File: src/rtl/psram_arbiter.sv
// psram_arbiter: shares one PsramController between CPU, video and DMA requesters.
// Build option: define PSRAM_ARB_AGING_EN to let a long-waiting video request outrank the CPU.
module psram_arbiter #(
  parameter int unsigned VID_MAX_WAIT  = 24,
  parameter int unsigned ISSUE_TIMEOUT = 4
) (
  input  logic        clk,
  input  logic        reset,
  input  logic        cpu_rd,
  input  logic        cpu_wr,
  input  logic [21:0] cpu_addr,
  input  logic [15:0] cpu_din,
  input  logic        cpu_byte,
  output logic        cpu_ack,
  input  logic        vid_req,
  input  logic [21:0] vid_addr,
  output logic        vid_ack,
  input  logic        dma_req,
  input  logic        dma_we,
  input  logic [21:0] dma_addr,
  input  logic [15:0] dma_din,
  output logic        dma_ack,
  output logic [31:0] rdata,
  output logic        err,
  output logic        m_read,
  output logic        m_write,
  output logic        m_rdv,
  output logic [21:0] m_addr,
  output logic [15:0] m_din,
  output logic        m_byte,
  input  logic        m_busy,
  input  logic [31:0] m_dout
);

  localparam int unsigned AW = 22;
  localparam int unsigned DW = 16;
  localparam int unsigned RW = 32;
  localparam int unsigned TW = $clog2(ISSUE_TIMEOUT + 1);

  typedef enum logic [2:0] {IDLE, ISSUE, WAIT_BUSY, WAIT_DONE, ACK} state_t;
  typedef enum logic [1:0] {OWN_NONE, OWN_CPU, OWN_VID, OWN_DMA} owner_t;

  state_t        state_q, state_d;
  owner_t        owner_q, owner_d;
  owner_t        pick_c;
  logic          wr_q, wr_d;
  logic [TW-1:0] tmo_q, tmo_d;
  logic [AW-1:0] addr_d;
  logic [DW-1:0] din_d;
  logic [RW-1:0] rdata_d;
  logic          byte_d, err_d;
  logic          read_d, write_d, rdv_d;
  logic          cpu_ack_d, vid_ack_d, dma_ack_d;
  logic          vid_aged_c;
  logic          vid_grant_c;

  assign vid_grant_c = (state_q == IDLE) && (pick_c == OWN_VID);

`ifdef PSRAM_ARB_AGING_EN
  // Video wait counter: saturates at VID_MAX_WAIT, cleared when video is granted.
  localparam int unsigned VW = $clog2(VID_MAX_WAIT + 1);
  logic [VW-1:0] vid_wait_q, vid_wait_d;

  always_comb begin
    vid_wait_d = vid_wait_q;
    if (vid_grant_c) begin
      vid_wait_d = '0;
    end else if (vid_req && (vid_wait_q < VW'(VID_MAX_WAIT))) begin
      vid_wait_d = vid_wait_q + VW'(1);
    end
  end

  always_ff @(posedge clk or posedge reset) begin
    if (reset) begin
      vid_wait_q <= '0;
    end else begin
      vid_wait_q <= vid_wait_d;
    end
  end

  assign vid_aged_c = vid_req && (vid_wait_q == VW'(VID_MAX_WAIT));
`else
  logic unused_aging_cfg;
  assign unused_aging_cfg = ^32'(VID_MAX_WAIT);
  assign vid_aged_c       = 1'b0;
`endif

  // Next-state, grant and registered-output logic.
  always_comb begin
    state_d   = state_q;
    owner_d   = owner_q;
    wr_d      = wr_q;
    tmo_d     = tmo_q;
    addr_d    = m_addr;
    din_d     = m_din;
    byte_d    = m_byte;
    rdata_d   = rdata;
    err_d     = err;
    read_d    = 1'b0;
    write_d   = 1'b0;
    rdv_d     = 1'b0;
    cpu_ack_d = 1'b0;
    vid_ack_d = 1'b0;
    dma_ack_d = 1'b0;
    pick_c    = OWN_NONE;

    if (!m_busy) begin
      if (vid_aged_c)              pick_c = OWN_VID;
      else if (cpu_wr || cpu_rd)   pick_c = OWN_CPU;
      else if (vid_req)            pick_c = OWN_VID;
      else if (dma_req)            pick_c = OWN_DMA;
    end

    unique case (state_q)
      IDLE: begin
        owner_d = pick_c;
        tmo_d   = '0;
        unique case (pick_c)
          OWN_CPU: begin
            wr_d   = cpu_wr;
            addr_d = cpu_addr;
            din_d  = cpu_din;
            byte_d = cpu_byte;
          end
          OWN_VID: begin
            wr_d   = 1'b0;
            addr_d = vid_addr & ~AW'(3);
            din_d  = '0;
            byte_d = 1'b0;
          end
          OWN_DMA: begin
            wr_d   = dma_we;
            addr_d = dma_addr;
            din_d  = dma_din;
            byte_d = 1'b0;
          end
          default: ;
        endcase
        if (pick_c != OWN_NONE) begin
          state_d = ISSUE;
          write_d = wr_d;
          read_d  = !wr_d && (pick_c != OWN_VID);
          rdv_d   = (pick_c == OWN_VID);
        end
      end
      ISSUE: begin
        state_d = WAIT_BUSY;
        tmo_d   = '0;
      end
      WAIT_BUSY: begin
        if (m_busy) begin
          state_d = WAIT_DONE;
        end else if (tmo_q == TW'(ISSUE_TIMEOUT - 1)) begin
          // Controller never acknowledged the strobe: flag it and release the owner.
          err_d   = 1'b1;
          rdata_d = '0;
          state_d = ACK;
        end else begin
          tmo_d = tmo_q + TW'(1);
        end
      end
      WAIT_DONE: begin
        if (!m_busy) begin
          if (!wr_q) rdata_d = m_dout;
          state_d = ACK;
        end
      end
      ACK: begin
        state_d = IDLE;
      end
      default: begin
        state_d = IDLE;
      end
    endcase

    if ((state_d == ACK) && (state_q != ACK)) begin
      cpu_ack_d = (owner_q == OWN_CPU);
      vid_ack_d = (owner_q == OWN_VID);
      dma_ack_d = (owner_q == OWN_DMA);
    end
  end

  always_ff @(posedge clk or posedge reset) begin
    if (reset) begin
      state_q <= IDLE;
      owner_q <= OWN_NONE;
      wr_q    <= 1'b0;
      tmo_q   <= '0;
      m_addr  <= '0;
      m_din   <= '0;
      m_byte  <= 1'b0;
      m_read  <= 1'b0;
      m_write <= 1'b0;
      m_rdv   <= 1'b0;
      rdata   <= '0;
      err     <= 1'b0;
      cpu_ack <= 1'b0;
      vid_ack <= 1'b0;
      dma_ack <= 1'b0;
    end else begin
      state_q <= state_d;
      owner_q <= owner_d;
      wr_q    <= wr_d;
      tmo_q   <= tmo_d;
      m_addr  <= addr_d;
      m_din   <= din_d;
      m_byte  <= byte_d;
      m_read  <= read_d;
      m_write <= write_d;
      m_rdv   <= rdv_d;
      rdata   <= rdata_d;
      err     <= err_d;
      cpu_ack <= cpu_ack_d;
      vid_ack <= vid_ack_d;
      dma_ack <= dma_ack_d;
    end
  end

endmodule

File: config.mk
export PLATFORM = sky130hd
export DESIGN_NAME = psram_arbiter
export DESIGN_NICKNAME = d
export VERILOG_FILES = /design/src/rtl/psram_arbiter.sv
export SDC_FILE = /design/constraint.sdc
export NUM_CORES = 1
export LEC_CHECK = 0
export ABC_CLOCK_PERIOD_IN_PS = 3740
export BUFFER_PORTS_ARGS = -buffer_cell sky130_fd_sc_hd__buf_2
export CAP_MARGIN = 5
export CORE_MARGIN = 2
export CORE_UTILIZATION = 35
export DETAILED_ROUTE_END_ITERATION = 6
export HOLD_SLACK_MARGIN = 0.08
export SLEW_MARGIN = 20
export SYNTH_ARGS = -nofsm -noshare
export SYNTH_HDL_FRONTEND = slang
export SYNTH_SLANG_ARGS = --single-unit
File: constraint.sdc
create_clock -name clk -period 3.74 [get_ports clk]
set_input_delay 0.374 -clock clk [delete_from_list [all_inputs] [get_ports clk]]
set_output_delay 0.374 -clock clk [all_outputs]
set_load 0.05 [all_outputs]
[Yosys cells after proc, flatten, opt, wreduce, memory -nomap -nowiden]
Cells that the tools add are included.
Storage, ports and cells
  register bits: 87
  input bits: 139
  output and inout port bits: 78
  word-level logic and storage cells: 83
Cells by class
  $add $sub $neg: 1
  equal/unequal tests: 18
  muxes and demuxes: 31
  bitwise operators: 1
  reductions and logical operators: 17
Operator list (count)
  two-way mux 32 bit: 4
  one-hot mux 22 bit (3 select lines): 1
  one-hot mux 32 bit (2 select lines): 1
  one-hot mux 16 bit (3 select lines): 1
  two-way mux 3 bit: 6
  != test 2 bit, second input constant: 6
  one-hot mux 3 bit (4 select lines): 1
  two-way mux 1 bit: 10
  equality test 3 x 2 -> 1 bit, second input constant: 3
  equality test 2 bit, second input constant: 4
  two-way mux 2 bit: 4
  nonzero test 2 bit: 4
  one-hot mux 3 bit (2 select lines): 1
  AND reduction 3 bit: 2
  AND reduction 5 bit: 1
  equality test 2 x 1 -> 1 bit, second input constant: 2
  AND reduction 2 bit: 2
  OR reduction 2 bit: 2
  adder 3 x 1 -> 3 bit, second input constant: 1
  equality test 3 x 1 -> 1 bit, second input constant: 1
  equality test 3 bit, second input constant: 1
  zero test 3 bit: 1
  != test 3 bit, second input constant: 1
  one-hot mux 1 bit (3 select lines): 1
  6 further kinds: 7

[Logic depth before layout (Yosys ltp)]
Gate-level depths: netlist of the first run.
  depth after elaboration: 11
  mapped depth: 7

[Least setup slack after synthesis of the first run]
Ideal clock, no wire load.
  path kind: reg2reg
  from: reg tmo_q[0]
  to: reg tmo_q[0]
  setup time: 0.079 ns
  arrival time: 1.604 ns
  data required time: 3.661 ns
  slack: 2.056 ns
  stages on the path, launching flop included: 7
  cells stage by stage: dfrtp_1 -> ha_1 -> ha_1 -> or3_1 -> a21oi_1 -> nand2_1 -> mux2i_1
On the way
  longest elaborated chain between the ends: 4
  elaborated cells on any way between the ends: 7
RTL lines
  start: declaration: line 47  | logic [TW-1:0] tmo_q, tmo_d;
  start signal: assignment: line 204  | tmo_q <= tmo_d;
  adder 3 x 1 -> 3 bit: line 159  | tmo_d = tmo_q + TW'(1);
  two-way mux 3 bit: line 153  | end else if (tmo_q == TW'(ISSUE_TIMEOUT - 1)) begin
  two-way mux 3 bit: line 151  | if (m_busy) begin
  one-hot mux 3 bit (2 select lines): line 114  | unique case (state_q)
Several ways; a longest one is shown, not always the timed one. The select of a mux whose other input is x is not followed.
A chain may end at the register's enable or synchronous reset.

[Worst setup path after layout of the first run]
  from: reg tmo_q[0]
  to: reg rdata[18]
On the way
  longest elaborated chain between the ends: 3
RTL lines
  equality test 3 x 2 -> 1 bit: line 153
  != test 2 bit (no source line)
  AND reduction 5 bit (no source line)
  end signal: assignment: line 211  | rdata <= rdata_d;
  end: declaration: line 23  | output logic [31:0] rdata,
No other way between the ends.

==> results.tsv, run 1 <==
metric	value	unit
min_delay_path_depth	2	
area_delta_synth_final	34.7	%
max_freq	515	MHz
timing.hold.ws	0.270	ns
crit_path_start_kind	register	
path_max_fanout	32	
pin_count	217	
drt.antenna.violating_nets	0	
synth-main-ff-cell	dfrtp_1	
core	11400	sq um
cts_tree	built	
status	complete, no violations	
syn_nets	544	
tritoncts_num_sinks	87	
slew_headroom	57.6	%
num_vias	3690	
synth_edf_count	0	
hold_viol_final	0	
layout-drive-gt1-share	40.8	%
die_height	112	um
syn_avg_cell_area	10.2	sq um
setup_viol	0	
hpwl	7970	um
hold_path.class	input port to register	
fin_crit_sh	51.9	%
place_area	5210	sq um
synth_top_area_share	53.2	%
irDropWorstVdd	0.442	mV
ys_warn_count	0	
total_leakage_power	2.92	nW
post_drt_via_cell_ratio	4.93	
clkLatencyLatePin	0.33	ns
synth.distinct_cells	37	
most-common-layout-cells	buf_2, dfrtp_1, nand2_1	
ys_seq_area_share	53.2	%
grt_overflow	0	
final_common_cell	buf_2	
path_clk_slew	0.06	ns
routedWlPerCell	14.3	um
rr_worst_depth	5	
drt_pass1_iterations	5	
drc	0	
antenna_found_initial	0	
portBuffers	214	
clock_path_buffers	2	
finalCriticalPeriod	1.94	ns
synth_cells	403	
maxSlewViolCount	0	
syn-cell-area	4090	sq um
finalInstanceArea	5510	sq um
fin_setup_tns	0	ns
powerDensity	877	nW/um^2
die_area	12600	sq um
initial_core_util	35.9	%
diodes	0	
root_buffer	clkbuf_16	
critPathCaptureType	register	
cts-resized-gates	0	
ys_ff_latch	87	
die_w	112	um
cts_buffers	9	
grt_usage	17.3	%
synth_area_leaders	dfrtp_1, a22o_1, o21ai_1	
power.total	4.84	mW
fin_util	48.3	%
required	3.95	ns
worst_pin_slew	0.635	ns
fin_nets	743	
grt_max_degree	44	
rows	39	
rsz0062_at_grt	false	
htreeDepth	3	
grt_pass1_vias	3626	
cp.arrival	2.15	ns
routed_wl	10700	um
place.gp.congestion	0.804	
async_flop_share	100	%
initialDrtViolationCount	176	
crit_type	register to register	
synth.largest_area_cell	dfrtp_1	
clock_skew	0.00703	ns
grt_pass1_wl	17800	um
maxCapViolCount	0	
## stage by stage
step                setup WS (ns)  std cells
floorplan                    1.12        403
global placement             1.60        733
detailed placement           1.59        733
CTS                          1.59        749
global route                 1.63        749
finish                       1.80        749
## final cells by class
cell class                      count  area [sq um]
Fill cell                        1134          5910
Sequential cell                    87          2180
Multi-Input combinational cell    252          1610
Timing Repair Buffer              225          1160
Clock buffer                        9           225
Tap cell                          143           179
Inverter                           27           103
Clock inverter                      6          62.6
## cell families (layout without fill, tap and decap cells)
logic type      after synthesis  count (layout)  share of synthesized area [%]
compound gates              141             141                           24.3
simple gates                106             106                           13.7
flops                        87              87                           53.2
buf+inv                      64             267                           7.52
mux                           3               3                          0.734
fa+ha+maj                     2               2                          0.611
## metal layers
| layer | vias up | global-route usage [%] | routed length, um |
|---|---|---|---|
| li1 | 1865 | - | - |
| met1 | 1654 | 23.9 | 4870 |
| met2 | 163 | 27.2 | 4840 |
| met3 | 8 | 4.81 | 906 |
| met4 | 0 | 4.39 | 114 |
| met5 | - | 0 | 0 |
## worst max-delay path, cell delays in order, from the launching register on
cell	delay (ns)
dfrtp_1	0.36
ha_1	0.16
ha_1	0.21
mux2i_1	0.09
or3_2	0.71
a22o_1	0.29
## where the power goes
group / internal (mW) / switching, mW / leakage (nW)
clock: 0.512 / 0.355 / 0.145
combinational: 0.624 / 1.80 / 1.66
sequential: 1.33 / 0.213 / 1.11
## cell usage after synthesis (6+ instances only)
cell and n:
buf_2 15, a22oi_1 18, o221ai_1 20, clkbuf_1 14
nor2_1 25, inv_1 27, nand3b_1 22, nand2_1 41
a31oi_1 21, a22o_1 32, dfrtp_1 87, o21ai_1 39
buf_6 6
## worst paths after layout
kind / startpoint / to / slack, ns
worst min-delay path: m_dout[28] / rdata[28] / 0.27
worst max register to register: tmo_q[0] / rdata[18] / 1.80
max in group asynchronous: reset / rdata[2] / 2.42
worst max-delay path: tmo_q[0] / rdata[18] / 1.80
min in group asynchronous: reset / m_din[0] / 0.55
worst min register to register: tmo_q[0] / tmo_q[0] / 0.48
## sequential cells by signal (all words and copies together), names as in the netlist, 2 cells and up
register	flops
state_q	3
tmo_q	3
owner_q	2
m_addr	22
m_din	16
rdata	32
## repair_timing
action	in CTS	in global routing
hold endpoints to repair	20	0
buffers inserted	0	0
hold buffers	1	0
Power figures use the tool's default switching activity.
==> run 2, diff against run 1 <==
--- a/config.mk
+++ b/config.mk
@@ -5,7 +5,7 @@
 export SDC_FILE = /design/constraint.sdc
 export NUM_CORES = 1
 export LEC_CHECK = 0
-export ABC_CLOCK_PERIOD_IN_PS = 3740
+export ABC_CLOCK_PERIOD_IN_PS = 2000
 export BUFFER_PORTS_ARGS = -buffer_cell sky130_fd_sc_hd__buf_2
 export CAP_MARGIN = 5
 export CORE_MARGIN = 2
==> constraint.sdc (replaced) <==
create_clock -name clk -period 2 [get_ports clk]
set_input_delay 0.2 -clock clk [delete_from_list [all_inputs] [get_ports clk]]
set_output_delay 0.2 -clock clk [all_outputs]
set_load 0.05 [all_outputs]
==> run 2 against run 1 <==
Against the previous run:
- routed wire length up 1.5%
- final cell count up 0.67%
- register-to-register slack worse by 1.5 ns
- combinational power up 88%
- sequential share of layout area down 0.73 points
- first-iteration DRC count up 32%
- core utilization up 0.91 points
- clock power up 100%
==> results.tsv, run 2 (synthesis gave the netlist of run 1 again) <==
metric	value	unit
routedWlPerCell	14.4	um
reg2reg_from	tmo_q[0]	
rr_worst_depth	6	
grt_max_degree	52	
path_max_fanout	6	
largest_reg_flops	32	
finalCriticalPeriod	1.75	ns
drc	0	
clock_skew	0.00431	ns
die_area	12600	sq um
slowest_stage	dfrtp_1	
irDropWorstVdd	1.25	mV
layout-drive-gt1-share	40.8	%
num_vias	3788	
maxCapViolCount	0	
crit_path_start_kind	register	
path_cells	ha_1 -> ha_1 -> or3_1 -> a21oi_2 -> nand3b_1 -> o21ai_0	
max_freq	572	MHz
tritoncts_num_sinks	87	
hpwl	8080	um
cp.arrival	2.00	ns
drt.antenna.violating_nets	0	
required	2.25	ns
routed_wl	10900	um
fin_setup_tns	0	ns
antenna_found_initial	0	
reg2reg_setup_slack	0.25	ns
initialDrtViolationCount	232	
fin_nets	747	
path_clk_slew	0.06	ns
timing.hold.ws	0.0911	ns
grt_overflow	0	
worst_pin_slew	0.687	ns
setup_viol	0	
maxSlewViolCount	0	
powerDensity	1640	nW/um^2
status	complete, no violations	
timing.rr.end	tmo_q[2]	
power.total	9.24	mW
critPathMaxStageDelay	0.39	ns
grt_pass1_vias	3685	
n_fill_cell	1103	
clkLatencyLatePin	0.33	ns
post_drt_via_cell_ratio	5.02	
drt_pass1_iterations	6	
initial_core_util	35.9	%
slew_headroom	54.1	%
rows	39	
rsz0062_at_grt	false	
most-common-layout-cells	buf_2, dfrtp_1, nand2_1	
area_delta_synth_final	37.2	%
place.gp.congestion	0.807	
crit_start	tmo_q[0]	
final_common_cell	buf_2	
cts_buffers	9	
top_regs	rdata x32, m_addr x22, m_din x16	
htreeDepth	3	
grt_pass1_wl	17800	um
clock_path_buffers	2	
core	11400	sq um
cts_tree	built	
regMostFlops	rdata	
portBuffers	214	
root_buffer	clkbuf_16	
crit_type	register to register	
pin_count	217	
grt_usage	17.2	%
crit_path_end	tmo_q[2]	
die_height	112	um
hold_path.class	input port to register	
diodes	0	
crit_top_cell	ha_1	
postCtsSetupRepairBufs	0	
hold_viol_final	0	
finalInstanceArea	5620	sq um
total_leakage_power	2.95	nW
critPathCaptureType	register	
place_area	5270	sq um
fin_crit_sh	87.4	%
die_w	112	um
## run 2: changes by cell type in the layout (fill, tap and decap cells not counted), moves of 2 or more
cell / change
dlygate4sd3_1: +2
buf_12: +3
clkinv_4: -2
clkinvlp_4: +3
clkinv_2: -2
## run 2: metrics by stage
stage | setup WS (ns) | util [%] | std cells
after floorplan | 0.316 | - | 403
after global placement | 0.216 | 46.1 | 735
after detailed placement | 0.143 | 46.1 | 735
after CTS | 0.127 | 49.2 | 754
after global routing | 0.0864 | 49.2 | 754
final | 0.252 | 49.2 | 754
## run 2: how the worst min path moves through the flow
stage	to	depth (start not counted)	from	slack, ns
floorplan	rdata[0]	1	m_dout[0]	0.34
global placement	m_din[0]	2	reset	0.33
detailed placement	m_din[0]	2	reset	0.35
CTS	rdata[5]	2	m_dout[5]	0.08
global route	rdata[30]	2	m_dout[30]	0.09
finish	rdata[13]	2	m_dout[13]	0.09
## run 2: critical path, delay by kind of cell, from the launching register on
| kind | cells | cell delay [ns] |
|---|---|---|
| compound gates | 2 | 0.33 |
| fa+ha+maj | 2 | 0.43 |
| simple gates | 2 | 0.51 |
| flops | 1 | 0.39 |
## run 2: cell type report
cell class                      instances  area [sq um]  share of cell area, %
Sequential cell                        87          2180                   38.8
Multi-Input combinational cell        252          1610                   28.7
Timing Repair Buffer                  229          1230                   21.9
Clock buffer                           10           229                   4.08
Tap cell                              143           179                   3.19
Inverter                               27           105                   1.87
Clock inverter                          6          85.1                   1.51
## run 2: metal layers
layer / global-route usage (%) / routed length [um] / up-vias
met2: 28.6 / 5120 / 146
met3: 4.48 / 858 / 12
met4: 6.18 / 167 / 0
li1: - / - / 1869
met1: 21.9 / 4750 / 1761
met5: 0 / 0 / -
## run 2: power breakdown
part	leakage (nW)	switching (mW)	internal, mW
logic	1.69	3.36	1.20
registers	1.11	0.422	2.49
clock network	0.148	0.676	1.09
total	2.95	4.46	4.77
## run 2: repair_timing
item,4_1_cts,5_1_grt
hold buffers,3,0
endpoints found under the hold margin,29,0
setup endpoints to repair,0,1
resized for setup,0,1
==> run 3, diff against run 2 <==
--- a/config.mk
+++ b/config.mk
@@ -7,11 +7,11 @@
 export LEC_CHECK = 0
 export ABC_CLOCK_PERIOD_IN_PS = 2000
 export BUFFER_PORTS_ARGS = -buffer_cell sky130_fd_sc_hd__buf_2
-export CAP_MARGIN = 5
 export CORE_MARGIN = 2
-export CORE_UTILIZATION = 35
+export CORE_UTILIZATION = 45
 export DETAILED_ROUTE_END_ITERATION = 6
 export HOLD_SLACK_MARGIN = 0.08
+export PLACE_DENSITY = 0.8
 export SLEW_MARGIN = 20
 export SYNTH_ARGS = -nofsm -noshare
 export SYNTH_HDL_FRONTEND = slang
==> run 3 against run 2 <==
Against the previous run:
- worst hold slack improved by 0.0019 ns
- critical path depth unchanged
- via count increased by 2.6%
- worst setup slack got worse by 0.11 ns
- clock power decreased by 25%
- power decreased by 4.5%
- final cell count decreased by 2.7%
- clock skew increased by 0.0037 ns
==> results.tsv, run 3 (synthesis gave the netlist of run 1 again) <==
metric	value	unit
status	complete, no violations	
most-common-layout-cells	buf_2, dfrtp_1, nand2_1	
root_buffer	clkbuf_8	
die_height	99.4	um
clkLatencyLatePin	0.34	ns
regMostFlops	rdata	
maxCapViolCount	0	
largest_reg_flops	32	
grt_max_degree	56	
cts_tree	built	
place.gp.congestion	0.875	
drc	0	
sw_frac_of_total	50.1	%
fin_nets	763	
maxSlewViolCount	0	
grt_usage	20.8	%
fin_setup_tns	0	ns
tritoncts_num_sinks	87	
clock_path_buffers	2	
grt_pass1_vias	3565	
finalWorstSetupSlack	0.146	ns
clock_skew	0.00806	ns
path_max_fanout	6	
crit_type	register to register	
finalInstanceArea	5620	sq um
slew_headroom	54.9	%
layout-drive-gt1-share	39.8	%
die_area	9880	sq um
internal_power	4.40	mW
required	2.25	ns
finalCriticalPeriod	1.85	ns
dp_slack	0.0847	ns
cp.arrival	2.10	ns
layout.cells.non_filler	734	
clock_power_share	15.0	%
pin_count	217	
postCtsSetupRepairBufs	0	
max_freq	539	MHz
post_drt_via_cell_ratio	5.30	
die_w	99.4	um
num_vias	3887	
pwr-share-seq	32.9	%
grt_overflow	0	
routedWlPerCell	14.3	um
critPathCaptureType	register	
place_area	5210	sq um
n_fill_cell	733	
antenna_found_initial	0	
fin_crit_sh	92.7	%
portBuffers	214	
hpwl	7650	um
drt.antenna.violating_nets	0	
cts_buffers	9	
irDropWorstVdd	0.768	mV
crit_path_start_kind	register	
path_clk_slew	0.08	ns
p_sw	4.42	mW
initial_core_util	46.7	%
worst_pin_slew	0.677	ns
top_regs	rdata x32, m_addr x22, m_din x16	
drt_pass1_iterations	4	
fin_util	64.2	%
comb_power_share	52.1	%
diodes	0	
setup_viol	0	
initialDrtViolationCount	130	
total_leakage_power	2.96	nW
hold_path.class	input port to register	
area_delta_synth_final	37.3	%
htreeDepth	3	
rows	34	
placed_cells	700	
routed_wl	10500	um
hold_viol_final	0	
core	8760	sq um
rsz0062_at_grt	false	
final_common_cell	buf_2	
powerDensity	1570	nW/um^2
grt_pass1_wl	16800	um
[run 3: cell type report]
cell class                      count  area (sq um)  area share (%)
Clock buffer                        9           124            2.20
Clock inverter                      6          92.6            1.65
Inverter                           27           105            1.87
Multi-Input combinational cell    252          1610            28.7
Sequential cell                    87          2180            38.7
Tap cell                          108           135            2.40
Timing Repair Buffer              245          1380            24.5
[run 3: path summary, 6_finish.rpt]
path / endpoint / start / slack, ns / depth (start not counted)
hold reg to reg: m_addr[6] / m_addr[6] / 0.48 / 2
setup reg to reg: tmo_q[0] / tmo_q[0] / 0.15 / 6
setup / recovery: tmo_q[0] / tmo_q[0] / 0.15 / 6
hold / removal: rdata[11] / m_dout[11] / 0.09 / 2
max in group asynchronous: m_addr[17] / reset / 0.92 / 4
min in group asynchronous: rdata[7] / reset / 0.50 / 4
[run 3: timing repair]
item                                   in CTS  in global routing
gates resized for setup                     0                  1
endpoints found under the hold margin      48                  2
hold buffers                               17                  2
setup endpoints to repair                   0                  1
[run 3: critical path, stage by stage, from the launching register on]
cell	delay, ns
dfrtp_1	0.41
ha_1	0.21
ha_1	0.23
or3_1	0.42
a21oi_2	0.26
nand2_1	0.09
mux2i_1	0.16
[run 3: power by group through the flow]
stage	Clock (mW)	Sequential (mW)	Combinational (mW)
2_1_floorplan	0	5.16	1.25
3_3_place_gp	0	2.89	4.51
3_5_place_dp	0	2.92	4.59
4_1_cts	1.37	2.90	4.62
5_1_grt	1.43	3.00	4.89
6_report	1.32	2.91	4.60
[run 3: stage by stage]
| stage | hold slack (ns) | power [mW] |
|---|---|---|
| 2_1_floorplan | 0.340 | 6.42 |
| 3_3_place_gp | 0.331 | 7.41 |
| 3_5_place_dp | 0.336 | 7.51 |
| 4_1_cts | 0.0802 | 8.89 |
| 5_1_grt | 0.0805 | 9.32 |
| 6_report | 0.0930 | 8.82 |
[run 3: layer usage]
layer	GRT usage, %	vias to the layer above	part of all wire [%]
li1	-	1899	-
met1	26.7	1795	42
met2	34.9	176	48
met3	5.27	17	8.6
met4	6.53	0	1.7
met5	0	-	0
